### src/rtl/pong_pkg.sv
// Shared definitions for the pong paddle datapath: coordinate widths, screen
// limits, defaults and the ADC-average to screen-Y scaling.
`timescale 1ns/1ps
package pong_pkg;

  localparam int COORD_W      = 10;
  localparam int SAMPLE_W     = 8;
  localparam int SUM_W        = 10;
  localparam int Y_CENTER_DEF = 208;
  localparam int MAX_STEP_DEF = 8;

  localparam logic [COORD_W-1:0] Y_MAX = 10'd413;

  typedef enum logic [1:0] {
    S_IDLE  = 2'd0,
    S_CONV  = 2'd1,
    S_ACCUM = 2'd2,
    S_SCALE = 2'd3
  } state_e;

  // avg*1.625 with each term truncated: maps 0..255 onto 0..413.
  function automatic logic [COORD_W-1:0] scale_avg(input logic [SUM_W-1:0] sum);
    logic [COORD_W-1:0] avg;
    avg = {2'b00, sum[SUM_W-1:2]};
    return avg + (avg >> 1) + (avg >> 3);
  endfunction

endpackage

### src/rtl/paddle_channel.sv
// One paddle: 4-deep moving average of pot samples, scaling to a target Y,
// and a per-frame slew-limited walk of the paddle toward that target.
`timescale 1ns/1ps
module paddle_channel
  import pong_pkg::*;
#(
  parameter int Y_CENTER = Y_CENTER_DEF,
  parameter int MAX_STEP = MAX_STEP_DEF
) (
  input  logic                clk,
  input  logic                reset,
  input  logic                capture_i,
  input  logic                scale_i,
  input  logic                commit_i,
  input  logic                frame_tick_i,
  input  logic [SAMPLE_W-1:0] sample_i,
  output logic [COORD_W-1:0]  y_o
);

  localparam logic [COORD_W-1:0] Y_RST    = COORD_W'(Y_CENTER);
  localparam logic [COORD_W-1:0] STEP_MAX = COORD_W'(MAX_STEP);

  logic [SAMPLE_W-1:0] smp_q [4];
  logic [SAMPLE_W-1:0] smp_d [4];
  logic [SUM_W-1:0]    sum_q, sum_d;
  logic                primed_q, primed_d;
  logic [COORD_W-1:0]  pend_q, pend_d;
  logic [COORD_W-1:0]  target_q, target_d;
  logic [COORD_W-1:0]  y_q, y_d;
  logic [COORD_W-1:0]  diff, step;
  logic                up;

  always_comb begin
    smp_d    = smp_q;
    sum_d    = sum_q;
    primed_d = primed_q;
    if (capture_i) begin
      if (!primed_q) begin
        // First sample fills the whole window so the average starts settled.
        for (int i = 0; i < 4; i++) smp_d[i] = sample_i;
        sum_d    = {sample_i, 2'b00};
        primed_d = 1'b1;
      end else begin
        smp_d[0] = sample_i;
        for (int i = 1; i < 4; i++) smp_d[i] = smp_q[i-1];
        sum_d = sum_q + {2'b00, sample_i} - {2'b00, smp_q[3]};
      end
    end
  end

  // The new target is staged in pend_q and only becomes active after the
  // sample_valid cycle, so a frame step in that same cycle uses the old one.
  always_comb begin
    pend_d   = scale_i  ? scale_avg(sum_q) : pend_q;
    target_d = commit_i ? pend_q : target_q;
  end

  always_comb begin
    up   = (target_q >= y_q);
    diff = up ? (target_q - y_q) : (y_q - target_q);
    step = (diff > STEP_MAX) ? STEP_MAX : diff;
    y_d  = y_q;
    if (frame_tick_i) begin
      y_d = up ? (y_q + step) : (y_q - step);
      if (y_d > Y_MAX) y_d = Y_MAX;
    end
  end

  always_ff @(posedge clk) begin
    if (reset) begin
      for (int i = 0; i < 4; i++) smp_q[i] <= '0;
      sum_q    <= '0;
      primed_q <= 1'b0;
      pend_q   <= Y_RST;
      target_q <= Y_RST;
      y_q      <= Y_RST;
    end else begin
      smp_q    <= smp_d;
      sum_q    <= sum_d;
      primed_q <= primed_d;
      pend_q   <= pend_d;
      target_q <= target_d;
      y_q      <= y_d;
    end
  end

  assign y_o = y_q;

endmodule

### src/rtl/paddle_tracker.sv
// Two-paddle tracker: sequences ADC conversions off the converter BUSY line
// and feeds both pot samples into per-paddle averaging/slew channels.
`timescale 1ns/1ps
module paddle_tracker
  import pong_pkg::*;
#(
  parameter int MAX_STEP = MAX_STEP_DEF,
  parameter int Y_CENTER = Y_CENTER_DEF
) (
  input  logic                clk,
  input  logic                reset,
  input  logic                busy,
  input  logic [SAMPLE_W-1:0] data_ad0,
  input  logic [SAMPLE_W-1:0] data_ad1,
  input  logic                frame_tick,
  output logic [COORD_W-1:0]  barra_e_y,
  output logic [COORD_W-1:0]  barra_d_y,
  output logic                sample_valid,
  output state_e              dbg_state_o
);

  state_e state_q, state_d;
  logic   busy_prev_q;
  logic   valid_q;
  logic   capture, scale;

  // BUSY protocol: a low->high edge seen in S_IDLE starts a conversion; the
  // first low sample afterwards means the data pins hold the result.
  always_comb begin
    state_d = state_q;
    capture = 1'b0;
    scale   = 1'b0;
    unique case (state_q)
      S_IDLE:  if (busy && !busy_prev_q) state_d = S_CONV;
      S_CONV:  if (!busy) state_d = S_ACCUM;
      S_ACCUM: begin
        capture = 1'b1;
        state_d = S_SCALE;
      end
      S_SCALE: begin
        scale   = 1'b1;
        state_d = S_IDLE;
      end
      default: state_d = S_IDLE;
    endcase
  end

  // busy history resets high so a BUSY already high at release is not a rise.
  always_ff @(posedge clk) begin
    if (reset) begin
      state_q     <= S_IDLE;
      busy_prev_q <= 1'b1;
      valid_q     <= 1'b0;
    end else begin
      state_q     <= state_d;
      busy_prev_q <= busy;
      valid_q     <= scale;
    end
  end

  paddle_channel #(.Y_CENTER(Y_CENTER), .MAX_STEP(MAX_STEP)) u_left (
    .clk          (clk),
    .reset        (reset),
    .capture_i    (capture),
    .scale_i      (scale),
    .commit_i     (valid_q),
    .frame_tick_i (frame_tick),
    .sample_i     (data_ad0),
    .y_o          (barra_e_y)
  );

  paddle_channel #(.Y_CENTER(Y_CENTER), .MAX_STEP(MAX_STEP)) u_right (
    .clk          (clk),
    .reset        (reset),
    .capture_i    (capture),
    .scale_i      (scale),
    .commit_i     (valid_q),
    .frame_tick_i (frame_tick),
    .sample_i     (data_ad1),
    .y_o          (barra_d_y)
  );

  assign sample_valid = valid_q;
  assign dbg_state_o  = state_q;

endmodule

### config.mk
export PLATFORM = sky130hd
export DESIGN_NAME = paddle_tracker
export DESIGN_NICKNAME = d
export VERILOG_FILES = /design/src/rtl/pong_pkg.sv /design/src/rtl/paddle_channel.sv /design/src/rtl/paddle_tracker.sv
export SDC_FILE = /design/constraint.sdc
export NUM_CORES = 1
export LEC_CHECK = 0
export ABC_AREA = 1
export ABC_CLOCK_PERIOD_IN_PS = 4150
export CORE_ASPECT_RATIO = 1.1
export CORE_MARGIN = 4
export CORE_UTILIZATION = 50
export DETAILED_ROUTE_END_ITERATION = 6
export PLACE_DENSITY = 0.7
export RECOVER_POWER = 100
export SLEW_MARGIN = 20
export SYNTH_ARGS = -nofsm -noshare
export SYNTH_HDL_FRONTEND = slang
export SYNTH_HIERARCHICAL = 1
export SYNTH_SLANG_ARGS = --single-unit
### constraint.sdc
create_clock -name clk -period 4.15 [get_ports clk]
set_clock_uncertainty 0.2 [all_clocks]
set_input_delay 0.6225 -clock clk [delete_from_list [all_inputs] [get_ports clk]]
set_output_delay 0.6225 -clock clk [all_outputs]
set_load 0.01 [all_outputs]
; After elaboration in Yosys (flattened, before gate mapping)
; Index checks and enable logic that the tools add are counted.
[classes]
add_sub_neg = 16
magnitude_cmp = 6
n_eq_ne = 5
muxes = 17
reduce_logical = 4
[op_table]
columns = operator, n
row1 = 10-bit 2-to-1 mux, 10
row2 = 10-bit subtractor, 6
row3 = 24-bit 2-to-1 mux, 2
row4 = 10-bit adder, 2
row5 = 10-bit by 5-bit adder with 10-bit output, 2
row6 = 10-bit by 8-bit adder with 10-bit output, 2
row7 = 10-bit >= comparator, 2
row8 = 10-bit by 4-bit > comparator with 1-bit output (second input constant), 2
row9 = 10-bit by 9-bit > comparator with 1-bit output (second input constant), 2
row10 = 10-bit by 8-bit subtractor with 10-bit output, 2
row11 = 8-bit by 7-bit adder with 9-bit output, 2
row12 = 2-bit one-hot mux with 4 select lines, 1
row13 = 2-bit == test (second input constant), 2
row14 = 2-bit 2-to-1 mux, 2
row15 = 2-bit inequality test (second input constant), 2
row16 = 2-bit by 1-bit == test with 1-bit output (second input constant), 1
row17 = 2-bit zero test, 1
row18 = 1-bit 2-to-1 mux, 2
row19 = 2-bit AND reduction, 1
row20 = 1-bit logical AND, 1
row21 = 1-bit zero test, 1
[totals]
register_bits = 149
in_bits = 20
output_inout_bits = 23
word_cells = 68

; Depth between registers and ports, before layout
; Gate-level depths: netlist of the first run.
[depth]
ltp_word = 8
ltp_mapped = 40
mapped_depth_nobuf = 39

; Modules after synthesis
; The synthesis of the first run kept the hierarchy.
[by_module_without_submodules]
columns = mod, instances, cells_each, area_per_inst_um2, seq_area_each_um2
row1 = paddle_channel at u_right, 1, 782, 5420.2, 1421.4
row2 = paddle_channel at u_left, 1, 787, 5397.7, 1421.4
row3 = paddle_tracker, 1, 29, 227.7, 80.1

; Worst setup path after synthesis of the first run
; OpenSTA, ideal clock, no wires.
[synth_path]
path_type = register to register
from = register u_right.y_q[1] (netlist: u_right/y_o[1])
to = register u_right.y_q[1] (netlist: u_right/y_o[1])
setup_ps = 132
arrival_ps = 4092
t_required_ps = 3818
path_slack_ps = -274
path_stages_with_launch = 28
path_buffers = 1
period_less_slack_ps = 4424
path_cell_list = dfxtp_1 -> inv_1 -> fa_1 -> nand2_1 -> nand3_2 -> a21oi_2 -> buf_6 -> nand3_2 -> nand2_1 -> nand2_1 -> nor2_4 -> nand2_1 -> nor2_1 -> inv_1 -> ha_1 -> nand2_1 -> nand2_1 -> inv_1 -> fa_1 -> nor3_1 -> nor2_1 -> o21ai_0 -> nand2_1 -> nand2_1 -> xor2_1 -> nand3_1 -> nand4_1 -> a21oi_1
[synth_via]
elab_chain_len = 8
word_cells_on_any_way = 11
cone_classes = add/sub: 4 / order compare: 3 / mux: 4
[synth_lines]
columns = element, line
row1 = "start, declared", paddle_channel.sv:29  ; logic [COORD_W-1:0] y_q, y_d;
row2 = "start signal, assigned", paddle_channel.sv:83  ; y_q <= y_d;
row3 = 10-bit subtractor or 10-bit >= comparator (tied branches), "paddle_channel.sv:60, paddle_channel.sv:59"
row4 = 10-bit 2-to-1 mux, paddle_channel.sv:60  ; diff = up ? (target_q - y_q) : (y_q - target_q);
row5 = 10-bit by 4-bit > comparator with 1-bit output, paddle_channel.sv:61  ; step = (diff > STEP_MAX) ? STEP_MAX : diff;
row6 = 10-bit 2-to-1 mux, paddle_channel.sv:61
row7 = 10-bit subtractor or 10-bit adder (tied branches), paddle_channel.sv:64  ; y_d = up ? (y_q + step) : (y_q - step);
row8 = 10-bit 2-to-1 mux *, paddle_channel.sv:64
row9 = 10-bit by 9-bit > comparator with 1-bit output, paddle_channel.sv:65  ; if (y_d > Y_MAX) y_d = Y_MAX;
row10 = 10-bit 2-to-1 mux *, paddle_channel.sv:65
; Mark *: on every way between the ends. The rest lies on a longest branch, timed or not.
; A chain may end at the register's enable or synchronous reset.

; Final worst setup path of the first run
[layout_path]
from = register u_right.target_q[0]
to = register u_right.y_q[5] (netlist: u_right/y_o[5])
[layout_via]
elab_chain_len = 8
word_cells_on_any_way = 11
cone_classes = add/sub: 4 / order compare: 3 / mux: 4
[layout_lines]
columns = element, line
row1 = "start, declared", paddle_channel.sv:28  ; logic [COORD_W-1:0] target_q, target_d;
row2 = "start signal, assigned", paddle_channel.sv:82  ; target_q <= target_d;
row3 = 10-bit subtractor or 10-bit >= comparator (tied branches), "paddle_channel.sv:60, paddle_channel.sv:59"
row4 = 10-bit 2-to-1 mux, paddle_channel.sv:60
row5 = 10-bit by 4-bit > comparator with 1-bit output, paddle_channel.sv:61
row6 = 10-bit 2-to-1 mux, paddle_channel.sv:61
row7 = 10-bit subtractor or 10-bit adder (tied branches), paddle_channel.sv:64
row8 = 10-bit 2-to-1 mux *, paddle_channel.sv:64
row9 = 10-bit by 9-bit > comparator with 1-bit output, paddle_channel.sv:65
row10 = 10-bit 2-to-1 mux *, paddle_channel.sv:65
; Marks and branches as above.

==> impl_metrics.py, run 1 <==
metrics = {
    "synthesis": {
        "synth_cell_types": 46,
        "synth.largest_area_cell": "dfxtp_1",
        "syn_avg_cell_area_sq_um": 6.912,
        "syn_inst": 1598,
        "synth.area.top_cells": "dfxtp_1 (26%), ha_1 (12%), nand2_1 (12%)",
        "synth.cell_area_sq_um": 11050,
        "synthFlopType": "dfxtp_1",
        "yosys_register_bits": 146,
        "yosysWarnings": 6,
        "yosysMostFrequentCell": "nand2_1",
        "synth_edf_count": 0,
        "ys_seq_area_frac": 0.2646,
        "yosys-top-cells-count": "nand2_1 (339), inv_1 (309), dfxtp_1 (146), o21ai_0 (122), a21oi_1 (121)",
        "synth_top_area_share": 0.2646,
        "async_flop_share": 0,
        "synth_nets": 1755,
    },
    "run_status": {
        "status": "finished with violations",
        "violations": "max-capacitance violations, max-slew violations, negative setup slack",
    },
    "placement": {
        "dpl_cell_area_sq_um": 12850,
        "dp_hpwl_um": 20620,
        "numPortBuffers": 42,
        "routabilityCongestion": 0.8778,
    },
    "cells_and_area": {
        "final_area_sq_um": 14780,
        "area_growth_pct": 33.80,
        "n_antenna_cell": 0,
        "final_nets": 1978,
        "drive_gt1_frac": 0.2585,
        "fillers": 1784,
    },
    "clock_network": {
        "hold_buffers": 0,
        "root_buffer": "clkbuf_16",
        "clk_latency_ns": 0.42,
        "cts-buffers-inserted": 17,
        "cts_tree": "built",
        "clkSinkCount": 146,
        "cts_buffer_depth": 2,
        "htreeDepth": 4,
        "clkTransAtPathRegs_ns": 0.06,
    },
    "sta": {
        "layout_min_cycle_time_ns": 4.498,
        "slew_headroom": -0.4271,
        "worst_slew_pin_slew_ns": 2.141,
        "worst_slack_ns": -0.3476,
        "drv_slew": 50,
        "hold_viol": 0,
        "setup_viol": 18,
        "rsz0062_at_grt": "true",
        "fin_crit_sh": 1.084,
        "max_freq_mhz": 222.3,
    },
    "global_routing": {
        "antenna_found_initial": 1,
        "grt_pass1_vias": 10510,
        "grt_pass1_wl_um": 48750,
        "grt_use_total": 0.2408,
        "gr-total-overflow": 0,
        "grt_max_degree": 50,
    },
    "detailed_routing": {
        "drc": 0,
        "drtPass1Iterations": 7,
        "vias_per_cell": 5.184,
        "vias": 11010,
        "drt_iter0_drc": 689,
        "wl_per_cell_um": 14.17,
        "ant_nets": 0,
        "drt-total-wl_um": 30110,
    },
    "setup_path": {
        "critical_path_class": "reg -> reg",
        "end_kind": "flop",
        "worst_ep_required_time_ns": 4.16,
        "crit_path_max_incr_delay_ns": 0.37,
        "cp-start-kind": "flop",
        "cpMostUsedCell": "nand2_1",
        "cpLargestDelayFamily": "simple AND/OR/NAND/NOR gates",
        "path_max_fanout": 7,
        "slowest_stage": "dfxtp_1",
        "arrival_ns": 4.51,
        "path_buf_inv": 3,
    },
    "die": {
        "coreArea_sq_um": 21510,
        "ios": 43,
        "initial_core_util": 0.5135,
        "die_height_um": 163.9,
        "floorplan.die_area_sq_um": 24540,
        "std_cell_rows": 56,
        "dieWidth_um": 149.7,
    },
    "hold_path": {
        "hold_class": "reg -> reg",
    },
    "job": {
        "maxCapViolations": 1,
    },
}
kinds of logic after synthesis:
kind of cell	after synthesis	synth area share
fa+ha+maj	137	0.1783
xor+xnor	33	0.02617
buf+inv	370	0.1308
compound gates	323	0.1598
flops	146	0.2646
simple gates	589	0.2403
final cells by class:
cell class	instances	area, sq um	share of cell area
multi-input cells	1082	7635	0.5166
flip-flops and latches	146	2960	0.2003
repair buffers	249	1986	0.1344
inverters	325	1225	0.08288
clock buffers	24	513.0	0.03471
well taps	290	362.8	0.02455
clock inverters	8	97.59	0.006603
worst paths after layout:
| check | startpoint | to | slack, ns | depth (start not counted) |
|---|---|---|---|---|
| worst max-delay path | u_right/target_q[0] | u_right/y_o[5] | -0.35 | 28 |
| worst min-delay path | u_left/smp_q[24] | u_left/smp_q[24] | 0.26 | 2 |
| worst max register to register | u_right/target_q[0] | u_right/y_o[5] | -0.35 | 28 |
| worst min register to register | u_left/smp_q[24] | u_left/smp_q[24] | 0.26 | 2 |
layout by cell type (no fill, tap or decap), drive strengths merged:
cell and count:
clkbuf 30, dfxtp 146, o311ai 1, bufinv 2, nor3 10, a21oi 125
nand2 363, o21a 4, clkinv 12, o21ai 131, a221o 2, clkdlybuf4s50 17
buf 202, a21o 2, dlygate4sd3 24, o21bai 1, o2111ai 1, xor2 21
o31ai 2, inv 319, nor2 98, or2 6, nand3 91, xnor2 12
a31oi 32, o211ai 4, nand4 21, ha 103, a211oi 7, fa 34
o22ai 11
through the flow:
stage | hold slack [ns] | setup slack [ns] | TNS, ns | utilization | std cells
after CTS | 0.2655 | -0.1602 | -2.201 | 0.6659 | 2115
after detailed placement | 0.2565 | -0.4237 | -6.436 | 0.5974 | 2033
after global routing | 0.2882 | -0.5198 | -13.45 | 0.6871 | 2124
after global placement | 0.2512 | -0.3898 | -4.975 | 0.5974 | 2033
final | 0.2633 | -0.3476 | -4.118 | 0.6871 | 2124
after floorplan | 0.2410 | -0.03053 | -0.1023 | - | 1598
registers in the layout, indices dropped and copies added (netlist names):
signal,cells
u_right/y_o,10
u_left/sum_q,10
sample_valid,1
u_right/target_q,9
u_right/smp_q,32
busy_prev_q,1
u_right/primed_q,1
u_left/pend_q,9
dbg_state_o,2
u_left/smp_q,32
u_right/sum_q,10
u_right/pend_q,9
u_left/target_q,9
u_left/y_o,10
u_left/primed_q,1
worst reg2reg max path, delay by kind of cell, from the launching register on:
kind	cells	cell delay [ns]
DFF	1	0.37
adders and majority gates	4	1.14
xor gates and xnor gates	1	0.20
AOI/OAI and AO/OA	2	0.23
and+or+nand+nor	18	1.89
buffers and inverters	3	0.25
metal layers:
| metal | track usage | share of wire | vias to the layer above |
|---|---|---|---|
| met3 | 0.03974 | 0.039 | 78 |
| li1 | - | - | 5545 |
| met4 | 0.09775 | 0.031 | 2 |
| met2 | 0.4160 | 0.50 | 254 |
| met1 | 0.2988 | 0.43 | 5132 |
| met5 | 0 | 0.00043 | - |
what timing repair did:
item	CTS	global route
setup endpoints to repair	18	19
hold endpoints to repair	0	0
resized for setup	105	87
setup buffers	50	14
pin swaps	69	70
Power of run 1 is not shown: default switching activity piles up to over one toggle a cycle in this logic, so the estimate is an artifact.
==> run 2: changes to the inputs <==
- DONT_BUFFER_PORTS: default -> 1
- PLACE_DENSITY: 0.7 -> 0.68
==> run 2 against run 1 <==
  * The run ends with negative setup slack left
  * Register-to-register slack is essentially flat
  * Critical endpoint is now u_left/y_o[1]
  * Hold slack worse by 0.19 ns
  * Die area is the same
  * Count of clock-buffer cells in the layout fell by 5
  * Wire length fell by 0.63%
  * Global-route usage decreased by 0.38 points
  * Fmax shrank 0.16%
  * Utilization fell by 2.3 points
  * Sequential share of layout area increased by 0.71 points
  * Non-clock buffer count shrank 44
  * Flip-flop and latch count unchanged
==> impl_metrics.py, run 2 (same netlist as run 1, synthesis figures left out) <==
metrics = {
    "run_status": {
        "status": "finished with violations",
        "violations": "negative setup slack",
    },
    "sta": {
        "fin_crit_sh": 1.086,
        "worst_slack_ns": -0.3549,
        "whs_ns": 0.07400,
        "setup_viol": 18,
        "max_freq_mhz": 222.0,
        "hold_viol": 0,
        "slew_headroom": 0.1090,
        "worst_slew_pin_slew_ns": 1.337,
        "layout_min_cycle_time_ns": 4.505,
        "rsz0062_at_grt": "true",
        "drv_slew": 0,
    },
    "global_routing": {
        "gr-total-overflow": 0,
        "antenna_found_initial": 0,
        "grt_pass1_vias": 10420,
        "grt_max_degree": 87,
        "grt_use_total": 0.2370,
        "grt_pass1_wl_um": 47980,
    },
    "setup_path": {
        "critical_path_class": "reg -> reg",
        "cp-start-kind": "flop",
        "arrival_ns": 4.65,
        "crit_path_max_incr_delay_ns": 0.41,
        "end_kind": "flop",
        "path_max_fanout": 7,
        "slowest_stage": "fa_2",
        "worst_ep_required_time_ns": 4.29,
    },
    "clock_network": {
        "clk_latency_ns": 0.42,
        "cts_tree": "built",
        "hold_buffers": 0,
        "clkSinkCount": 146,
        "clkTransAtPathRegs_ns": 0.07,
        "root_buffer": "clkbuf_16",
        "cts_buffer_depth": 2,
        "htreeDepth": 4,
        "cts-buffers-inserted": 17,
    },
    "detailed_routing": {
        "vias": 10850,
        "drc": 0,
        "wl_per_cell_um": 14.38,
        "drt-total-wl_um": 29920,
        "drt_iter0_drc": 726,
        "vias_per_cell": 5.211,
        "ant_nets": 0,
        "drtPass1Iterations": 6,
    },
    "placement": {
        "numPortBuffers": 0,
        "dp_hpwl_um": 20330,
        "routabilityCongestion": 0.9289,
        "place_ws_ns": -0.4795,
    },
    "cells_and_area": {
        "fillers": 1850,
        "final_nets": 1935,
        "final_common_cell": "inv_1",
        "n_antenna_cell": 0,
        "final_cell_mix": "inv_1 (289), nand2_1 (288), buf_4 (174)",
        "largestRegisters": "u_left/smp_q x32, u_right/smp_q x32",
        "drive_gt1_frac": 0.2613,
        "area_growth_pct": 29.28,
    },
    "die": {
        "coreArea_sq_um": 21510,
        "ios": 43,
        "floorplan.die_area_sq_um": 24540,
        "initial_core_util": 0.5135,
        "std_cell_rows": 56,
        "dieWidth_um": 149.7,
        "die_height_um": 163.9,
    },
    "job": {
        "maxCapViolations": 0,
    },
    "hold_path": {
        "hold_class": "in -> reg",
    },
}
==> run 2: routing by layer <==
| layer | part of all wire | track usage |
|---|---|---|
| met5 | 0 | 0 |
| met4 | 0.028 | 0.08028 |
| met3 | 0.042 | 0.04139 |
| met1 | 0.43 | 0.2842 |
| met2 | 0.50 | 0.4276 |
==> run 2: stage by stage <==
| step | instance area [sq um] | utilization | TNS (ns) | instances |
|---|---|---|---|---|
| after floorplan | 11180 | - | -0.1023 | 1598 |
| after global placement | 12410 | 0.5767 | -4.776 | 1987 |
| after detailed placement | 12410 | 0.5767 | -5.803 | 1987 |
| after CTS | 13830 | 0.6429 | -2.250 | 2069 |
| after global routing | 14280 | 0.6639 | -10.10 | 2081 |
| final | 14280 | 0.6639 | -4.762 | 2081 |
==> run 2: final cells by class <==
class / count / area, sq um / share of cell area
Timing Repair Buffer: 205 / 1539 / 0.1078
Clock inverter: 13 / 172.7 / 0.01209
Multi-Input combinational cell: 1083 / 7572 / 0.5303
Tap cell: 290 / 362.8 / 0.02541
Sequential cell: 146 / 2962 / 0.2074
Clock buffer: 19 / 442.9 / 0.03102
Inverter: 325 / 1229 / 0.08604
==> run 2: path summary, 6_finish.rpt <==
check        cells past startpoint  slack (ns)          endpoint                from
max                             29       -0.35     u_left/y_o[1]  u_left/target_q[0]
min                              1        0.07  u_left/smp_q[24]               reset
max reg2reg                     29       -0.35     u_left/y_o[1]  u_left/target_q[0]
min reg2reg                      2        0.26  u_left/smp_q[24]    u_left/smp_q[24]
==> run 2: worst max-delay path, delay by kind of cell (launching register included) <==
kind                     cells  cell delay, ns
AND/OR/NAND/NOR             13            1.31
adder cells (fa/ha/maj)      4            1.07
AO/OA/AOI/OAI                4            0.72
buffers and inverters        7            0.59
flip-flops                   1            0.32
XOR/XNOR                     1            0.18
==> run 2: repair_timing <==
item                       in CTS  in global routing
resized for setup             103                 92
gates cloned                    1                  0
setup endpoints to repair      18                 19
pin swaps                      79                 85
setup buffers                  49                 19
Power of run 2 is left out for the same reason.
==> RTL change: new RTL, flow settings as in run 1 <==
`sum_q` no longer has a reset.
--- a/src/rtl/paddle_channel.sv
+++ b/src/rtl/paddle_channel.sv
@@ -70,5 +70,4 @@
     if (reset) begin
       for (int i = 0; i < 4; i++) smp_q[i] <= '0;
-      sum_q    <= '0;
       primed_q <= 1'b0;
       pend_q   <= Y_RST;
@@ -77,5 +76,4 @@
     end else begin
       smp_q    <= smp_d;
-      sum_q    <= sum_d;
       primed_q <= primed_d;
       pend_q   <= pend_d;
@@ -85,4 +83,8 @@
   end
 
+  always_ff @(posedge clk) begin
+    sum_q <= sum_d;
+  end
+
   assign y_o = y_q;
 
Function: no difference found for any inputs over 10 cycles, from zero or initial values and one cycle with reset high; that may be too few to reach the edited logic, so the function may still have changed.
==> RTL change against run 1 <==
The flow finishes with violations (negative setup slack). Non-clock buffer count down 52. Area after synthesis grew 0.80%. Count of clock-buffer cells in the layout decreased by 3. Setup slack improved by 0.029 ns. Wire length fell by 7.4%. Final area down 4.8%. Sequential cell count stayed put. Critical endpoint is now u_right/y_o[4]. Largest cell class unchanged.
Power is left out: the tool's default activity adds up to more than one toggle a clock period on the data nets, which glitch-free logic cannot reach.
==> RTL change: results (changes against run 1) <==
Clocking
  • H-tree depth: 4 (unchanged)
  • Clock latency on the worst-skew pair: 0.42 ns (about the same)
  • Clock buffer count from CTS: 17 (unchanged)
  • Root Driver: clkbuf_16
  • Reg clk slew, reported paths: 0.06 ns (about the same)
  • PostCTS Resize Cnt: 55 (-48%)
  • Setup Fix Bufs, Post-CTS: 12 (-76%)
  • CTS max path bufs: 2 (unchanged)

Logic synthesis
  • Leading post-synthesis cells by cell area: dfxtp_1, ha_1, nand2_1, inv_1, fa_1
  • Ys Warns: 6 (unchanged)
  • Post-synth EDFFs: 20 (+20)
  • Sequential share of the synthesized area: 0.280 (+0.0159)
  • Synth top cells by count: nand2_1, inv_1, nand3_1
  • Synthesized Nets: 1733 (-1.3%)
  • Top_reg_cell synth: dfxtp_1
  • Synth Instances: 1576 (-1.4%)
  • Cell variety after synth: 42 (-8.7%)

Placement
  • Final HPWL DP: 21.2 mm (+2.9%)
  • GP Congestion: 0.937 (+6.7%)
  • Placement Setup Slack: -0.329 ns (+0.0942 ns)
  • Buffers on Ports: 42 (unchanged)
  • Placed cell count: 2002 (-1.5%)

Timing
  • Setup TNS: -4.34 ns (-0.225 ns)
  • Final worst slack: -0.318 ns (+0.0292 ns)
  • Worst-margin pin slew: 1.32 ns (-0.817 ns)
  • Endpoints failing setup: 18 (unchanged)

Worst setup path
  • Crit path DAT: 4.58 ns (+0.07 ns)
  • Crit path max fanout: 8 (+1)
  • Max incr delay on CP: 0.39 ns (+0.02 ns)
  • Cell family with most CP delay: simple AND/OR/NAND/NOR gates
  • CP max stage cell: fa_2

Layout
  • Share of layout cells above drive strength 1: 0.210 (-0.0482)
  • Largest regs: u_left/smp_q x32, u_right/smp_q x32
  • Layout net count: 1904 (-3.7%)
  • Filler cell count: 1971 (+10%)

Outcome
  • Failing checks: negative setup slack
  • Status: finished with violations

Detailed routing
  • TritonRoute pass-1 iters: 5 (-2)
  • Drt initial violations: 503 (-27%)
  • Vias per cell: 5.06 (-2.3%)
  • Routed Wire Length: 27.9 mm (-7.4%)
  • Total number of vias: 10400 (-5.5%)

Global route
  • Initial antenna violation count: 0 (-1)
  • GRT Util Overall: 0.225 (-0.0158)
  • First-pass GRT wire length: 45.7 mm (-6.3%)
  • Vias in the first global route: 9941 (-5.4%)
  • Largest net degree at the start of global routing: 108 (+120%)

Worst hold path
  • Worst min path class: reg2reg
## RTL change: worst min-delay path, delay by kind of cell (launching register included)
kind / cells / cell delay (ns)
DFF: 1 / 0.30
buffers and inverters: 1 / 0.07
AOI/OAI and AO/OA: 1 / 0.06
## RTL change: final timing paths
kind / from / to / slack, ns / cells after the start
setup / recovery: u_right/target_q[0] / u_right/y_o[4] / -0.32 / 32
setup reg to reg: u_right/target_q[0] / u_right/y_o[4] / -0.32 / 32
hold reg to reg: u_right/pend_q[5] / u_right/target_q[5] / 0.27 / 2
hold / removal: u_right/pend_q[5] / u_right/target_q[5] / 0.27 / 2
## RTL change: metal layers
layer | up-vias | wire, um | track usage
met5 | - | 0 | 0
met3 | 36 | 916 | 0.0233
met1 | 4795 | 12400 | 0.287
li1 | 5376 | - | -
met2 | 200 | 13900 | 0.400
met4 | 0 | 607 | 0.0691
## RTL change: stage by stage
step                cell area [sq um]  hold slack, ns  utilization
floorplan                       11400           0.230            -
global placement                13000           0.243        0.590
detailed placement              13000           0.258        0.590
CTS                             13800           0.267        0.628
global route                    14100           0.276        0.639
finish                          14100           0.269        0.639
## RTL change: cell type report
type	count	area [sq um]	area share
Multi-Input combinational cell	1065	7210	0.512
Timing Repair Buffer	197	1580	0.112
Sequential cell	146	3160	0.224
Clock inverter	11	106	0.00756
Inverter	320	1210	0.0859
Clock buffer	21	440	0.0313
Tap cell	295	369	0.0262
## RTL change: kinds of logic (layout without fill, tap and decap cells)
kind of cell / Yosys count / count (layout) / synth area share
AOI/OAI and AO/OA: 269 / 269 / 0.140
xor gates and xnor gates: 35 / 35 / 0.0275
adders and majority gates: 137 / 137 / 0.177
buffers and inverters: 365 / 549 / 0.126
DFF: 146 / 146 / 0.280
and+or+nand+nor: 624 / 624 / 0.250
